===== src/rtl/pcn_array_conv_if.sv =====
// Handshake/data bundle between the decoder top level and the parity-check array.
// The master drives sample control and check-node inputs; the slave returns results.
interface pcn_array_conv_if #(
    parameter int NCH  = 4,
    parameter int DEG  = 6,
    parameter int CYCW = 16,
    parameter int CW   = $clog2(NCH + 1)
);
    logic                en;
    logic                clr;
    logic [NCH*DEG-1:0]  q;
    logic [NCH*DEG-1:0]  r;
    logic [NCH-1:0]      sat;
    logic                all_sat;
    logic [CW-1:0]       unsat_cnt;
    logic [CYCW-1:0]     cyc_cnt;
    logic                busy;
    logic                converged;
    logic                timeout;

    modport master (
        output en, clr, q,
        input  r, sat, all_sat, unsat_cnt, cyc_cnt, busy, converged, timeout
    );

    modport slave (
        input  en, clr, q,
        output r, sat, all_sat, unsat_cnt, cyc_cnt, busy, converged, timeout
    );
endinterface


===== src/rtl/pcn_array_conv.sv =====
// NCH parallel stochastic parity-check nodes with registered extrinsic outputs,
// plus per-frame convergence tracking and a decode-cycle timeout.
module pcn_array_conv #(
    parameter int NCH      = 4,
    parameter int DEG      = 6,
    parameter int CONV_LEN = 16,
    parameter int MAX_CYC  = 1000,
    parameter int CYCW     = 16
) (
    input  logic                clk,
    input  logic                rst_n,
    pcn_array_conv_if.slave     bus
);
    localparam int CW = $clog2(NCH + 1);
    localparam int RW = $clog2(CONV_LEN + 1);

    typedef enum logic [1:0] {IDLE, RUN, CONV, TMO} state_t;

    state_t              state, state_next;
    logic [NCH*DEG-1:0]  r_q, r_next;
    logic [NCH-1:0]      sat_q, p;
    logic                all_sat_q, all_sat_c;
    logic [CW-1:0]       unsat_q, unsat_c;
    logic [CYCW-1:0]     cyc_q, cyc_next;
    logic [RW-1:0]       run_q, run_next;
    logic                count_en;

    // NOTE: every variable written here gets a default first, so no path leaves one unassigned and infers a latch.
    always_comb begin
        p         = '0;
        r_next    = '0;
        unsat_c   = '0;
        for (int c = 0; c < NCH; c++) begin
            p[c] = ^bus.q[c*DEG +: DEG];
            // XOR with the channel parity leaves the XOR of the other DEG-1 inputs.
            r_next[c*DEG +: DEG] = bus.q[c*DEG +: DEG] ^ {DEG{p[c]}};
            unsat_c = unsat_c + CW'(p[c]);
        end
        all_sat_c = ~|p;
    end

    assign count_en = bus.en && !bus.clr && (state == IDLE || state == RUN);
    assign cyc_next = cyc_q + CYCW'(1);
    assign run_next = all_sat_c ? run_q + RW'(1) : '0;

    always_comb begin
        state_next = state;
        if (bus.clr) begin
            state_next = IDLE;
        end else if (count_en) begin
            // Convergence takes precedence when both limits are reached together.
            if (run_next == RW'(CONV_LEN))
                state_next = CONV;
            else if (cyc_next == CYCW'(MAX_CYC))
                state_next = TMO;
            else
                state_next = RUN;
        end
    end

    // NOTE: sequential state uses non-blocking assignments so every register samples pre-edge values.
    always_ff @(posedge clk or negedge rst_n) begin
        if (!rst_n) begin
            state <= IDLE;
            cyc_q <= '0;
            run_q <= '0;
        end else begin
            state <= state_next;
            if (bus.clr) begin
                cyc_q <= '0;
                run_q <= '0;
            end else if (count_en) begin
                cyc_q <= cyc_next;
                run_q <= run_next;
            end
        end
    end

    // The datapath keeps tracking Q in every state, including the sticky ones.
    always_ff @(posedge clk or negedge rst_n) begin
        if (!rst_n) begin
            r_q       <= '0;
            sat_q     <= '0;
            all_sat_q <= 1'b0;
            unsat_q   <= '0;
        end else if (bus.clr) begin
            r_q       <= '0;
            sat_q     <= '0;
            all_sat_q <= 1'b0;
            unsat_q   <= '0;
        end else if (bus.en) begin
            r_q       <= r_next;
            sat_q     <= ~p;
            all_sat_q <= all_sat_c;
            unsat_q   <= unsat_c;
        end
    end

    assign bus.r         = r_q;
    assign bus.sat       = sat_q;
    assign bus.all_sat   = all_sat_q;
    assign bus.unsat_cnt = unsat_q;
    assign bus.cyc_cnt   = cyc_q;
    assign bus.busy      = (state == RUN);
    assign bus.converged = (state == CONV);
    assign bus.timeout   = (state == TMO);
endmodule


===== src/flat_wrapper.sv =====
// flat-port wrapper written by rule: the top's interface ports become plain ports
module pcn_array_conv_flat 
#(
    parameter int NCH      = 4,
    parameter int DEG      = 6,
    parameter int CONV_LEN = 16,
    parameter int MAX_CYC  = 1000,
    parameter int CYCW     = 16
)
  (clk, rst_n, bus_en, bus_clr, bus_q, bus_r, bus_sat, bus_all_sat, bus_unsat_cnt, bus_cyc_cnt, bus_busy, bus_converged, bus_timeout);
  pcn_array_conv_if #(.NCH(NCH), .DEG(DEG), .CYCW(CYCW)) bus_i ();
  input  logic clk;
  input  logic rst_n;
  input wire logic [$bits(bus_i.en)-1:0] bus_en;
  input wire logic [$bits(bus_i.clr)-1:0] bus_clr;
  input wire logic [$bits(bus_i.q)-1:0] bus_q;
  output wire logic [$bits(bus_i.r)-1:0] bus_r;
  output wire logic [$bits(bus_i.sat)-1:0] bus_sat;
  output wire logic [$bits(bus_i.all_sat)-1:0] bus_all_sat;
  output wire logic [$bits(bus_i.unsat_cnt)-1:0] bus_unsat_cnt;
  output wire logic [$bits(bus_i.cyc_cnt)-1:0] bus_cyc_cnt;
  output wire logic [$bits(bus_i.busy)-1:0] bus_busy;
  output wire logic [$bits(bus_i.converged)-1:0] bus_converged;
  output wire logic [$bits(bus_i.timeout)-1:0] bus_timeout;
  assign bus_i.en = bus_en;
  assign bus_i.clr = bus_clr;
  assign bus_i.q = bus_q;
  assign bus_r = bus_i.r;
  assign bus_sat = bus_i.sat;
  assign bus_all_sat = bus_i.all_sat;
  assign bus_unsat_cnt = bus_i.unsat_cnt;
  assign bus_cyc_cnt = bus_i.cyc_cnt;
  assign bus_busy = bus_i.busy;
  assign bus_converged = bus_i.converged;
  assign bus_timeout = bus_i.timeout;
  pcn_array_conv #(.NCH(NCH), .DEG(DEG), .CONV_LEN(CONV_LEN), .MAX_CYC(MAX_CYC), .CYCW(CYCW)) u_core (.clk(clk), .rst_n(rst_n), .bus(bus_i));
endmodule

===== config.mk =====
export PLATFORM = sky130hd
export DESIGN_NAME = pcn_array_conv_flat
export DESIGN_NICKNAME = d
export VERILOG_FILES = /design/src/rtl/pcn_array_conv_if.sv /design/src/rtl/pcn_array_conv.sv /design/src/flat_wrapper.sv
export SDC_FILE = /design/constraint.sdc
export NUM_CORES = 1
export LEC_CHECK = 0
export CAP_MARGIN = 20
export CORE_MARGIN = 1
export CORE_UTILIZATION = 33
export DETAILED_ROUTE_END_ITERATION = 16
export SLEW_MARGIN = 10
export SYNTH_ARGS = -nofsm -noshare
export SYNTH_HDL_FRONTEND = slang
export SYNTH_SLANG_ARGS = --single-unit

===== constraint.sdc =====
create_clock -name clk -period 2.03 [get_ports clk]
set_input_delay 0.3045 -clock clk [delete_from_list [all_inputs] [get_ports clk]]
set_output_delay 0.3045 -clock clk [all_outputs]
set_load 0.02 [all_outputs]

### After elaboration in Yosys (flattened, before gate mapping)

Index checks and enable logic that the tools add are counted.

* bits in registers: 55
* bits of input ports: 28
* word-level logic and storage cells: 52

* add/sub/neg operators: 5
* equal/unequal tests: 5
* mux-type cells: 17
* bitwise logic cells: 5
* reduce and logical (&&, ||, !) cells: 13

Operators with widths (number)
* two-way mux 24 bit: 2
* two-way mux 16 bit: 2
* XOR reduction 6 bit: 4
* bitwise XOR 6 bit: 4
* adder 16 x 1 -> 16 bit, second input constant: 1
* == test 16 x 10 -> 1 bit, second input constant: 1
* two-way mux 5 bit: 3
* two-way mux 2 bit: 4
* two-way mux 4 bit: 2
* adder 3 x 1 -> 3 bit: 2
* two-way mux 3 bit: 2
* adder 5 x 1 -> 5 bit, second input constant: 1
* == test 5 bit, second input constant: 1
* == test 2 bit, second input constant: 2
* NOT 4 bit: 1
* nonzero test 2 bit: 2
* OR reduction 4 bit: 1
* adder 1 x 1 -> 2 bit: 1
* == test 2 x 1 -> 1 bit, second input constant: 1
* logical AND 1 bit: 2
* zero test 1 bit: 2
* zero test 2 bit: 1
* two-way mux 1 bit: 2
* logical OR 1 bit: 1

### Logic depth before layout (Yosys ltp)

Gate-level depths: netlist of run 1.

* depth after elaboration: 7
* depth in mapped cells: 10

### Worst setup path after synthesis of run 1

No wires, ideal clock.

* kind: input to register
* from: input port bus_q[9]
* to: register u_core.unsat_q[1] (netlist: u_core.bus.unsat_cnt[1])
* setup time: 0.132 ns
* data arrival time: 2.270 ns
* required time: 1.898 ns
* path slack: -0.372 ns
* stages: 10
* path buffers: 0
* cell sequence: xnor2_1 > xor3_2 > xnor2_4 > ha_1 > inv_1 > fa_1 > inv_1 > ha_1 > mux2i_1 > nor2_1

* longest elaborated chain between the ends: 6

Ends and longest elaborated chain
* from (decl): line flat_wrapper.sv:16 `input wire logic [$bits(bus_i.q)-1:0] bus_q;`
* XOR reduction 6 bit: line pcn_array_conv.sv:34 `p[c] = ^bus.q[c*DEG +: DEG];`
* adder 1 x 1 -> 2 bit: line pcn_array_conv.sv:37 `unsat_c = unsat_c + CW'(p[c]);`
* adder 3 x 1 -> 3 bit (2 in a row): line pcn_array_conv.sv:37
* two-way mux 3 bit: line pcn_array_conv.sv:91 `end else if (bus.en) begin`
* two-way mux 3 bit: line pcn_array_conv.sv:86 `end else if (bus.clr) begin`
* to (signal assigned): line pcn_array_conv.sv:95 `unsat_q <= unsat_c;`
* to (decl): line pcn_array_conv.sv:23 `logic [CW-1:0] unsat_q, unsat_c;`

No other way between the ends. The select of a mux whose other input is x is not followed.
A chain may end at the register's enable or synchronous reset.

### Worst setup path in the final report of run 1

* from: input port bus_q[1]
* to: register u_core.unsat_q[1] (netlist: u_core.bus.unsat_cnt[1])

Same word-level chain as after synthesis.

==> impl_metrics.csv, run 1 <==
group,metric,value,unit
run_status,status,"finished with violations",
run_status,violations,"setup timing",
synthesis,avgSynthCellArea,10.1,um2
cts,cts_inserted_buffers,5,
power,p_sw,1010,uW
placement,io_buffers,78,
placement,pre_cts_ws,-0.931,ns
grt,grt.overflow.total,0,
synthesis,synth_edf_count,0,
power,switching_share,32.5,%
cts,cts.sinks,55,
synthesis,syn_nets,342,
synthesis,ys_types,43,
synthesis,synth_async_sr_flop_share,100,%
finish,fill_cells,869,
route,num_vias,2613,
finish,multi_input_area,1760,um2
synthesis,synth_top_cells_by_count,"55 x dfrtp_1, 39 x nor2_1, 29 x xnor2_1, 29 x xor2_1, 28 x nand2_1",
timing,max_freq,0.471,GHz
die,rows,35,
power,peakVddDrop,0.378,mV
route,wl_per_cell,13.9,um
cts,tritoncts,"done",
cts,clkLatencyLatePin,0.30,ns
power,intPower,2090,uW
cts,clk_path_buf_depth,2,
power,p_per_area,665,nW/um2
route,drtIter0Drc,117,
synthesis,netlist_area,3110,um2
placement,hpwl,5.82,mm
critical_path,r2r_cells,6,
timing,setup_viol,2,
power,power.leakage,0.00208,uW
synthesis,ys_ff_latch,55,
cts,cts_root_buffer,"clkbuf_8",
power,p_seq_share,40.8,%
die,io_pins,79,
finish,drive_gt1_share,22.5,%
synthesis,synth_cells,307,
cts,clk_pin_slew,0.10,ns
route,first_pass_iters,4,
route,antenna_left,0,
placement,dp_cells,542,
synthesis,synth.most_common_cell,"dfrtp_1",
critical_path,crit_path_end_kind,"flip-flop",
timing,period_needed,2.12,ns
timing,finalHoldViolCount,0,
grt,grt_pass1_wl,13.1,mm
timing,finalCritPeriodShare,105,%
timing,rsz0062_at_grt,"yes",
grt,grt_antenna_before_repair,0,
critical_path,crit_fanout,2,
die,die_w,99.1,um
flow_run,cap_viol_max_count,0,
finish,finalNetCount,478,
min_path,whs_path_depth,4,
finish,area_delta_synth_final,49.8,%
timing,slew_violations,0,
grt,track_usage,16.8,%
placement,gp_congestion,0.804,
die,dieArea,9810,um2
critical_path,crit_type,"in -> reg",
power,combPwrFrac,38.8,%
min_path,hp-class,"in -> reg",
finish,seqCellArea,1380,um2
grt,grt_pass1_vias,2623,
finish,layout.cells.non_filler,555,
cts,htreeDepth,2,
timing,layout_setup_ws,-0.0919,ns
timing,maxSlewHeadroom,68.1,%
die,fp.dieH,99.1,um
timing,finClkSkew,0.00805,ns
timing,tightest_slew,0.479,ns
route,viasPerCell,4.71,
critical_path,cp.arrival,2.30,ns
grt,grt_max_degree,39,
route,wl,7.69,mm
synthesis,synth_top_area_share,44.3,%
critical_path,worstPathRequired,2.21,ns
synthesis,yosys_warnings,0,
route,drc,0,
synthesis,ys.flop_type,"dfrtp_1",
power,power_frac_clock,20.4,%
synthesis,synth_top_area_cell,"dfrtp_1",
synthesis,ys_top_cells_by_area,"dfrtp_1 44%, xnor2_1 8.2%, xor2_1 8.2%, mux2i_1 4.8%, nor2_1 4.7%",
finish,insertedDiodeCount,0,
die,start_util,33.8,%
critical_path,start_kind,"input pin",
die,core_area,9200,um2
synthesis,ys_seq_area_share,44.3,%
## per-stage QoR
stage                     setup TNS (ns)  total power, uW  util (%)  cell area, um2  hold WS, ns
after floorplan                   -0.796             1900         -            3150      0.00891
after global placement             -8.96             2410      48.3            4440        0.287
after detailed placement           -9.56             2430      48.3            4440        0.294
after CTS                         -0.200             3130      50.2            4620        0.387
after global routing              -0.288             3300      50.7            4660        0.408
final                             -0.144             3100      50.7            4660        0.403
## routing by layer
layer / track usage [%] / vias to the layer above / wire length (um)
met3: 2.62 / 2 / 226
li1: - / 1298 / -
met2: 25.8 / 49 / 3590
met4: 3.73 / 0 / 48
met1: 24.9 / 1264 / 3820
met5: 0 / - / 0
## flip-flops by register name, indices dropped and copies added (netlist names)
| name | flops |
|---|---|
| u_core.bus.cyc_cnt | 16 |
| u_core.run_q | 5 |
| u_core.state | 2 |
| u_core.bus.all_sat | 1 |
| u_core.bus.unsat_cnt | 3 |
| u_core.bus.r | 24 |
| u_core.bus.sat | 4 |
## cells in the final DEF, fill, tap and decap left out, types with 3 or more instances in the layout
master,synthesis,routed
ha_1,6,4
clkbuf_8,0,6
buf_2,2,3
inv_1,7,5
nor4_1,3,3
buf_6,0,3
nor2b_1,4,4
or3_1,3,3
nand2_1,28,28
xnor2_1,29,24
nand4_1,5,5
xor2_1,29,29
o21ai_0,25,25
buf_4,2,61
a21oi_1,3,3
mux2i_1,15,15
dfrtp_1,55,54
nor2_1,39,39
nand2b_1,4,4
nor3_1,4,4
xnor2_4,2,6
nand3_1,11,11
clkdlybuf4s50_1,0,67
## area by class of cell
cell class / count / share of cell area [%]
Multi-Input combinational cell: 233 / 37.8
Clock buffer: 7 / 1.85
Sequential cell: 55 / 29.6
Timing Repair Buffer: 141 / 27.0
Clock inverter: 1 / 0.188
Inverter: 7 / 0.564
Tap cell: 111 / 2.98
## cell families (layout without fill, tap and decap cells)
| group | after synthesis | after routing | synth area share, % |
|---|---|---|---|
| adders and majority gates | 7 | 7 | 3.06 |
| and+or+nand+nor | 111 | 111 | 17.4 |
| DFF | 55 | 55 | 44.3 |
| xor gates and xnor gates | 63 | 63 | 20.5 |
| buffers and inverters | 19 | 156 | 2.62 |
| AOI/OAI and AO/OA | 36 | 36 | 6.96 |
| muxes | 16 | 16 | 5.19 |
## power groups by stage
| stage | combinational, uW | sequential [uW] | clock [uW] |
|---|---|---|---|
| 6_report | 1200 | 1260 | 631 |
| 5_1_grt | 1310 | 1280 | 709 |
| 4_1_cts | 1200 | 1260 | 664 |
| 3_5_place_dp | 1140 | 1280 | 0 |
| 3_3_place_gp | 1130 | 1280 | 0 |
| 2_1_floorplan | 494 | 1400 | 0 |
## worst max-delay path, stage by stage
cell	delay, ns
buf_8	0.10
xnor2_4	0.15
xor3_2	0.51
xnor2_4	0.18
ha_4	0.27
inv_2	0.03
fa_2	0.32
inv_2	0.07
ha_4	0.18
mux2i_1	0.12
nor2_1	0.05
## final timing paths
check | end | slack (ns) | startpoint
worst max-delay path | u_core.bus.unsat_cnt[1] | -0.09 | bus_q[1]
worst min-delay path | u_core.bus.r[1] | 0.40 | bus_q[1]
worst max register to register | u_core.state[1] | 0.14 | u_core.bus.cyc_cnt[0]
worst min register to register | u_core.bus.r[2] | 0.49 | u_core.bus.r[2]
max in group asynchronous | u_core.bus.cyc_cnt[4] | 0.86 | rst_n
min in group asynchronous | u_core.bus.r[16] | 0.48 | rst_n
## repair_timing
item                                    4_1_cts  5_1_grt
endpoints found under the setup margin       11        4
pin swaps                                    10        8
setup buffers                                 3        0
gates resized for setup                      38       13
cloned                                        0        0
hold buffers                                  1        0
hold endpoints to repair                     19        0
Note: power is estimated with default switching activity, not from simulation.
==> inputs of run 2 (changes only) <==
- RECOVER_POWER: default -> 25
==> run 2 against run 1 <==
The flow still finishes with violations (setup timing). Clock skew about the same. Utilization about the same. Sequential share of layout area about the same. Cell count unchanged. Cell area about the same. Global-route usage unchanged. Combinational power about the same. Register-to-register slack about the same. Critical path type unchanged.
==> impl_metrics.csv, run 2 (synthesized netlist as in run 1, its figures left out) <==
group,metric,value,unit
timing,tightest_slew,1.15,ns
min_path,hp-class,"in -> reg",
critical_path,start_kind,"input pin",
placement,io_buffers,78,
run_status,status,"finished with violations",
timing,slew_violations,0,
critical_path,crit_path_end_kind,"flip-flop",
grt,grt.overflow.total,0,
critical_path,cp_slowest_stage_delay,0.51,ns
placement,hpwl,5.82,mm
route,first_pass_iters,4,
route,wl_per_cell,13.9,um
cts,cts.sinks,55,
finish,fill_cells,871,
finish,fin_util,50.6,%
timing,setup_viol,2,
timing,layout_setup_ws,-0.0932,ns
run_status,violations,"setup timing",
grt,grt_max_degree,39,
timing,rsz0062_at_grt,"yes",
die,fp.dieH,99.1,um
finish,finalNetCount,478,
critical_path,critPathBufInv,3,
placement,gp_congestion,0.804,
timing,finalHoldViolCount,0,
finish,final_common_cell,"clkdlybuf4s50_1",
route,num_vias,2616,
die,rows,35,
die,dieArea,9810,um2
finish,layout.cells.non_filler,555,
cts,clk_pin_slew,0.10,ns
finish,largest_reg_flops,24,
timing,max_freq,0.471,GHz
finish,drive_gt1_share,22.3,%
power,power.leakage,0.00207,uW
route,antenna_left,0,
grt,grt_antenna_before_repair,0,
route,drtIter0Drc,116,
finish,area_delta_synth_final,49.7,%
finish,multi_input_area,1760,um2
cts,cts_root_buffer,"clkbuf_8",
timing,maxSlewHeadroom,23.5,%
finish,seqCellArea,1380,um2
route,wl,7.69,mm
flow_run,cap_viol_max_count,0,
cts,htreeDepth,2,
timing,finClkSkew,0.00805,ns
die,core_area,9200,um2
timing,period_needed,2.12,ns
cts,tritoncts,"done",
die,io_pins,79,
critical_path,crit_chain,"buf_8 > xnor2_4 > xor3_2 > xnor2_4 > ha_4 > inv_2 > fa_2 > inv_2 > ha_4 > mux2i_1 > nor2_1",
grt,grt_pass1_vias,2623,
timing,finalCritPeriodShare,105,%
grt,grt_pass1_wl,13.1,mm
placement,dp_cells,542,
critical_path,worstPathRequired,2.21,ns
cts,clkLatencyLatePin,0.30,ns
die,start_util,33.8,%
critical_path,crit_slowest_cell,"xor3_2",
route,drc,0,
grt,track_usage,16.8,%
finish,insertedDiodeCount,0,
cts,cts_inserted_buffers,5,
critical_path,crit_family,"XOR/XNOR gates",
critical_path,cp.arrival,2.31,ns
cts,clk_path_buf_depth,2,
route,viasPerCell,4.71,
power,peakVddDrop,0.378,mV
finish,final_cell_mix,"67 x clkdlybuf4s50_1, 59 x buf_4, 54 x dfrtp_1",
critical_path,crit_type,"in -> reg",
power,p_per_area,665,nW/um2
critical_path,crit_fanout,2,
die,die_w,99.1,um
run 2: changes by cell type in the layout (fill, tap and decap cells not counted):
cell / delta
clkbuf_1: +1
clkbuf_4: +1
buf_4: -2
buf_2: -1
clkbuf_2: +1
run 2: metrics by stage:
stage	setup slack, ns	cell area, um2	setup TNS (ns)	total power, uW	hold slack, ns
after floorplan	-0.322	3150	-0.796	1900	0.00891
after global placement	-0.897	4440	-8.96	2410	0.287
after detailed placement	-0.931	4440	-9.56	2430	0.294
after CTS	-0.126	4620	-0.200	3130	0.387
after global routing	-0.141	4650	-0.379	3300	0.408
final	-0.0932	4650	-0.147	3100	0.403
run 2: final timing paths:
kind	slack, ns	depth (start not counted)	endpoint	startpoint
setup / recovery	-0.09	11	u_core.bus.unsat_cnt[1]	bus_q[1]
hold / removal	0.40	4	u_core.bus.r[1]	bus_q[1]
setup reg to reg	0.14	6	u_core.state[1]	u_core.bus.cyc_cnt[0]
hold reg to reg	0.49	2	u_core.bus.r[2]	u_core.bus.r[2]
max in group asynchronous	0.26	3	u_core.bus.cyc_cnt[4]	rst_n
min in group asynchronous	0.74	2	u_core.bus.r[16]	rst_n
run 2: power breakdown:
part / switching, uW / internal [uW] / total, uW
registers: 64.9 / 1200 / 1260
clock network: 351 / 281 / 632
logic: 591 / 610 / 1200
run 2: final cells by class:
type                    instances  area share, %
multi-input cells             233           37.9
flip-flops and latches         55           29.6
repair buffers                141           26.9
well taps                     111           2.98
clock buffers                   7           1.85
inverters                       7          0.565
clock inverters                 1          0.188
run 2: timing repair:
item,in CTS,in global routing
setup endpoints to repair,11,4
hold buffers,1,0
pin swaps,10,8
hold endpoints to repair,19,0
buffers inserted,3,0
resized for setup,38,13
run 2: layer usage:
layer  track usage [%]  vias up  part of all wire [%]  routed length [um]
met5                 0        -                     0                   0
li1                  -     1299                     -                   -
met4              3.73        0                  0.62                  48
met3              2.62        2                   2.9                 226
met2              25.8       49                    47                3590
met1              24.9     1266                    50                3830
run 2: tightest hold or removal path, stage by stage:
cell	delay (ns)
buf_8	0.08
buf_4	0.10
xor2_1	0.05
o21ai_0	0.13
==> variant: new RTL, config.mk and constraints of run 2 <==
`MAX_CYC` is set to 1000 in 2 places; all go to 750.
--- a/src/rtl/pcn_array_conv.sv
+++ b/src/rtl/pcn_array_conv.sv
@@ -5,5 +5,5 @@
     parameter int DEG      = 6,
     parameter int CONV_LEN = 16,
-    parameter int MAX_CYC  = 1000,
+    parameter int MAX_CYC  = 750,
     parameter int CYCW     = 16
 ) (
--- a/src/flat_wrapper.sv
+++ b/src/flat_wrapper.sv
@@ -5,5 +5,5 @@
     parameter int DEG      = 6,
     parameter int CONV_LEN = 16,
-    parameter int MAX_CYC  = 1000,
+    parameter int MAX_CYC  = 750,
     parameter int CYCW     = 16
 )
Behaviour: no difference found for any inputs over 10 cycles, from zero or initial values and one cycle with rst_n low; that may be too few to reach the edited logic, so the function may still have changed.
==> variant against run 2 <==
- the flow finishes with violations (DRC, setup timing)
- global-route usage down 0.065 points
- critical path depth increased by 1
- register-to-register slack worse by 0.03 ns
- routed wire length down 2.2%
- highest routed layer unchanged
- power down 0.99%
- synthesized area shrank 2.5%
- sequential cell count is the same
- sequential share of layout area increased by 0.74 points
- count of clock-buffer cells in the layout down 1
- critical path type unchanged
- worst setup slack improved by 0.075 ns
- final area shrank 2.4%
==> variant: results (changes against run 2) <==
{
  "status": {"value": "finished, violations left"},
  "violations": {"value": "DRC, setup timing"},
  "power_report.internal_total": {"value": 2.07, "unit": "mW", "change": "-0.94%"},
  "maximum_number_of_pins_on_one_net_before_global_route_repair": {"value": 32, "change": "-18%"},
  "yosysSeqAreaShare": {"value": 45.4, "unit": "%", "change": "+1.2 points"},
  "layout-drive-gt1-share": {"value": 21.7, "unit": "%", "change": "-0.61 points"},
  "worst-r2r-cell-count": {"value": 7, "change": "+1"},
  "p_leak": {"value": 2.01, "unit": "nW", "change": "-3.2%"},
  "route.detailed.wl_per_inst": {"value": 13.8, "unit": "um", "change": "-0.64%"},
  "place.detailed.hpwl": {"value": 5740, "unit": "um", "change": "-1.3%"},
  "drc": {"value": 10, "change": "+10"},
  "worst_ep_arrival_time": {"value": 2.25, "unit": "ns", "change": "-0.06 ns"},
  "ir_worst_vdd": {"value": 0.287, "unit": "mV", "change": "-24%"},
  "dr.pass1.iters": {"value": 10, "change": "+6"},
  "setup_viol": {"value": 1, "change": "-1"},
  "netlist_top_cells_area": {"value": "dfrtp_1 45%, xor2_1 9.2%, xnor2_1 6.9%"},
  "post_synth_num_cell_types": {"value": 38, "change": "-12%"},
  "number_of_global_route_vias_before_repair": {"value": 2624, "change": "+0.038%"},
  "via_per_inst": {"value": 4.69, "change": "-0.49%"},
  "num-fill-cells": {"value": 802, "change": "-7.9%"},
  "gpl.final_weighted_congestion": {"value": 0.834, "change": "+3.7%"},
  "detail_route.iter0.violations": {"value": 125, "change": "+7.8%"},
  "netlist_top_cells_count": {"value": "55 x dfrtp_1, 36 x nor2_1, 32 x nand2_1, 32 x xor2_1, 24 x xnor2_1"},
  "ant_nets": {"value": 0, "change": "unchanged"},
  "worst-slew-pin-transition": {"value": 1.31, "unit": "ns", "change": "+0.165 ns"},
  "report.final.slew_viol_count": {"value": 0, "change": "unchanged"},
  "max_ffs_per_register": {"value": 24, "change": "unchanged"},
  "timing.critical_path.to": {"value": "u_core.bus.unsat_cnt[1]"},
  "setup_total_negative_slack": {"value": -0.0187, "unit": "ns", "change": "+0.128 ns"},
  "clock-skew-final": {"value": 0.00277, "unit": "ns", "change": "-0.00529 ns"},
  "regToRegSetupSlack": {"value": 0.11, "unit": "ns", "change": "-0.03 ns"},
  "grt_first_pass_wirelength": {"value": 12900, "unit": "um", "change": "-1.9%"},
  "place_area": {"value": 4370, "unit": "um^2", "change": "-1.7%"},
  "startpoint": {"value": "bus_q[2]"},
  "grt.total_usage": {"value": 16.7, "unit": "%", "change": "-0.065 points"},
  "final_net_count": {"value": 473, "change": "-1.0%"},
  "hold_class": {"value": "input port to register"},
  "setup_ws": {"value": -0.0187, "unit": "ns", "change": "+0.0745 ns"}
}
[variant: changes by cell type after synthesis, sizes merged, moves of 2 or more]
cell    delta
xor3       -2
a41oi      -2
buf        -4
o22ai      +2
xnor2      -3
nand2      +4
inv        +5
nor2       -3
xor2       +5
a31oi      +2
clkbuf     +2
[variant: worst min path at each step]
stage | startpoint | end | cells past startpoint
final | bus_q[1] | u_core.bus.r[1] | 3
after floorplan | rst_n | u_core.bus.all_sat | 0
after detailed placement | rst_n | u_core.bus.cyc_cnt[3] | 2
after global placement | rst_n | u_core.bus.cyc_cnt[3] | 2
after CTS | bus_q[1] | u_core.bus.r[1] | 3
after global routing | bus_q[1] | u_core.bus.r[1] | 3
[variant: layer usage]
metal | wire, um | up-vias | GRT usage, %
met1 | 3370 | 1214 | 21.8
met5 | 0 | - | 0
met4 | 51 | 0 | 2.91
li1 | - | 1277 | -
met3 | 512 | 6 | 4.87
met2 | 3590 | 64 | 27.9
[variant: final cells by class]
class                           count  area share (%)
Clock buffer                        6            1.82
Timing Repair Buffer              134            26.4
Multi-Input combinational cell    230            37.4
Clock inverter                      1           0.110
Tap cell                          108            2.97
Inverter                           12           0.991
Sequential cell                    55            30.3
[variant: critical path, stage by stage]
cell,delay [ns]
buf_6,0.11
xnor2_4,0.14
xnor2_2,0.23
xor2_2,0.24
xor2_2,0.12
ha_1,0.30
inv_2,0.04
fa_2,0.32
inv_2,0.07
ha_4,0.18
mux2i_1,0.14
nor2_1,0.05
[variant: power groups by stage]
stage	logic, mW	clock network [mW]	registers (mW)
after floorplan	0.476	0	1.41
after global placement	1.13	0	1.29
after detailed placement	1.15	0	1.28
after CTS	1.20	0.634	1.27
after global routing	1.30	0.680	1.28
final	1.19	0.610	1.27
[variant: cell families (layout without fill, tap and decap cells)]
logic type               Yosys count  after routing  synth area share [%]
XOR/XNOR                          62             62                  19.4
AND/OR/NAND/NOR                  110            110                  17.5
flip-flops                        55             55                  45.4
adder cells (fa/ha/maj)            7              7                  3.14
buffers and inverters             22            153                  2.72
AO/OA/AOI/OAI                     34             34                  6.11
multiplexers                      17             17                  5.66
[variant: repair_timing]
item | CTS | global route
setup buffers | 3 | 0
pin swaps | 13 | 2
hold buffers | 1 | 0
endpoints found under the setup margin | 11 | 6
endpoints found under the hold margin | 24 | 0
cloned | 0 | 0
gates resized for setup | 46 | 11
[variant: per-stage QoR]
step / util [%] / hold slack, ns / total power [mW] / std cells / setup WS (ns)
global route: 51.6 / 0.294 / 3.26 / 546 / -0.0846
detailed placement: 49.6 / 0.322 / 2.43 / 535 / -0.932
floorplan: - / 0.00891 / 1.88 / 307 / -0.351
CTS: 51.2 / 0.359 / 3.10 / 546 / -0.00541
finish: 51.6 / 0.297 / 3.07 / 546 / -0.0187
global placement: 49.5 / 0.327 / 2.42 / 534 / -0.846
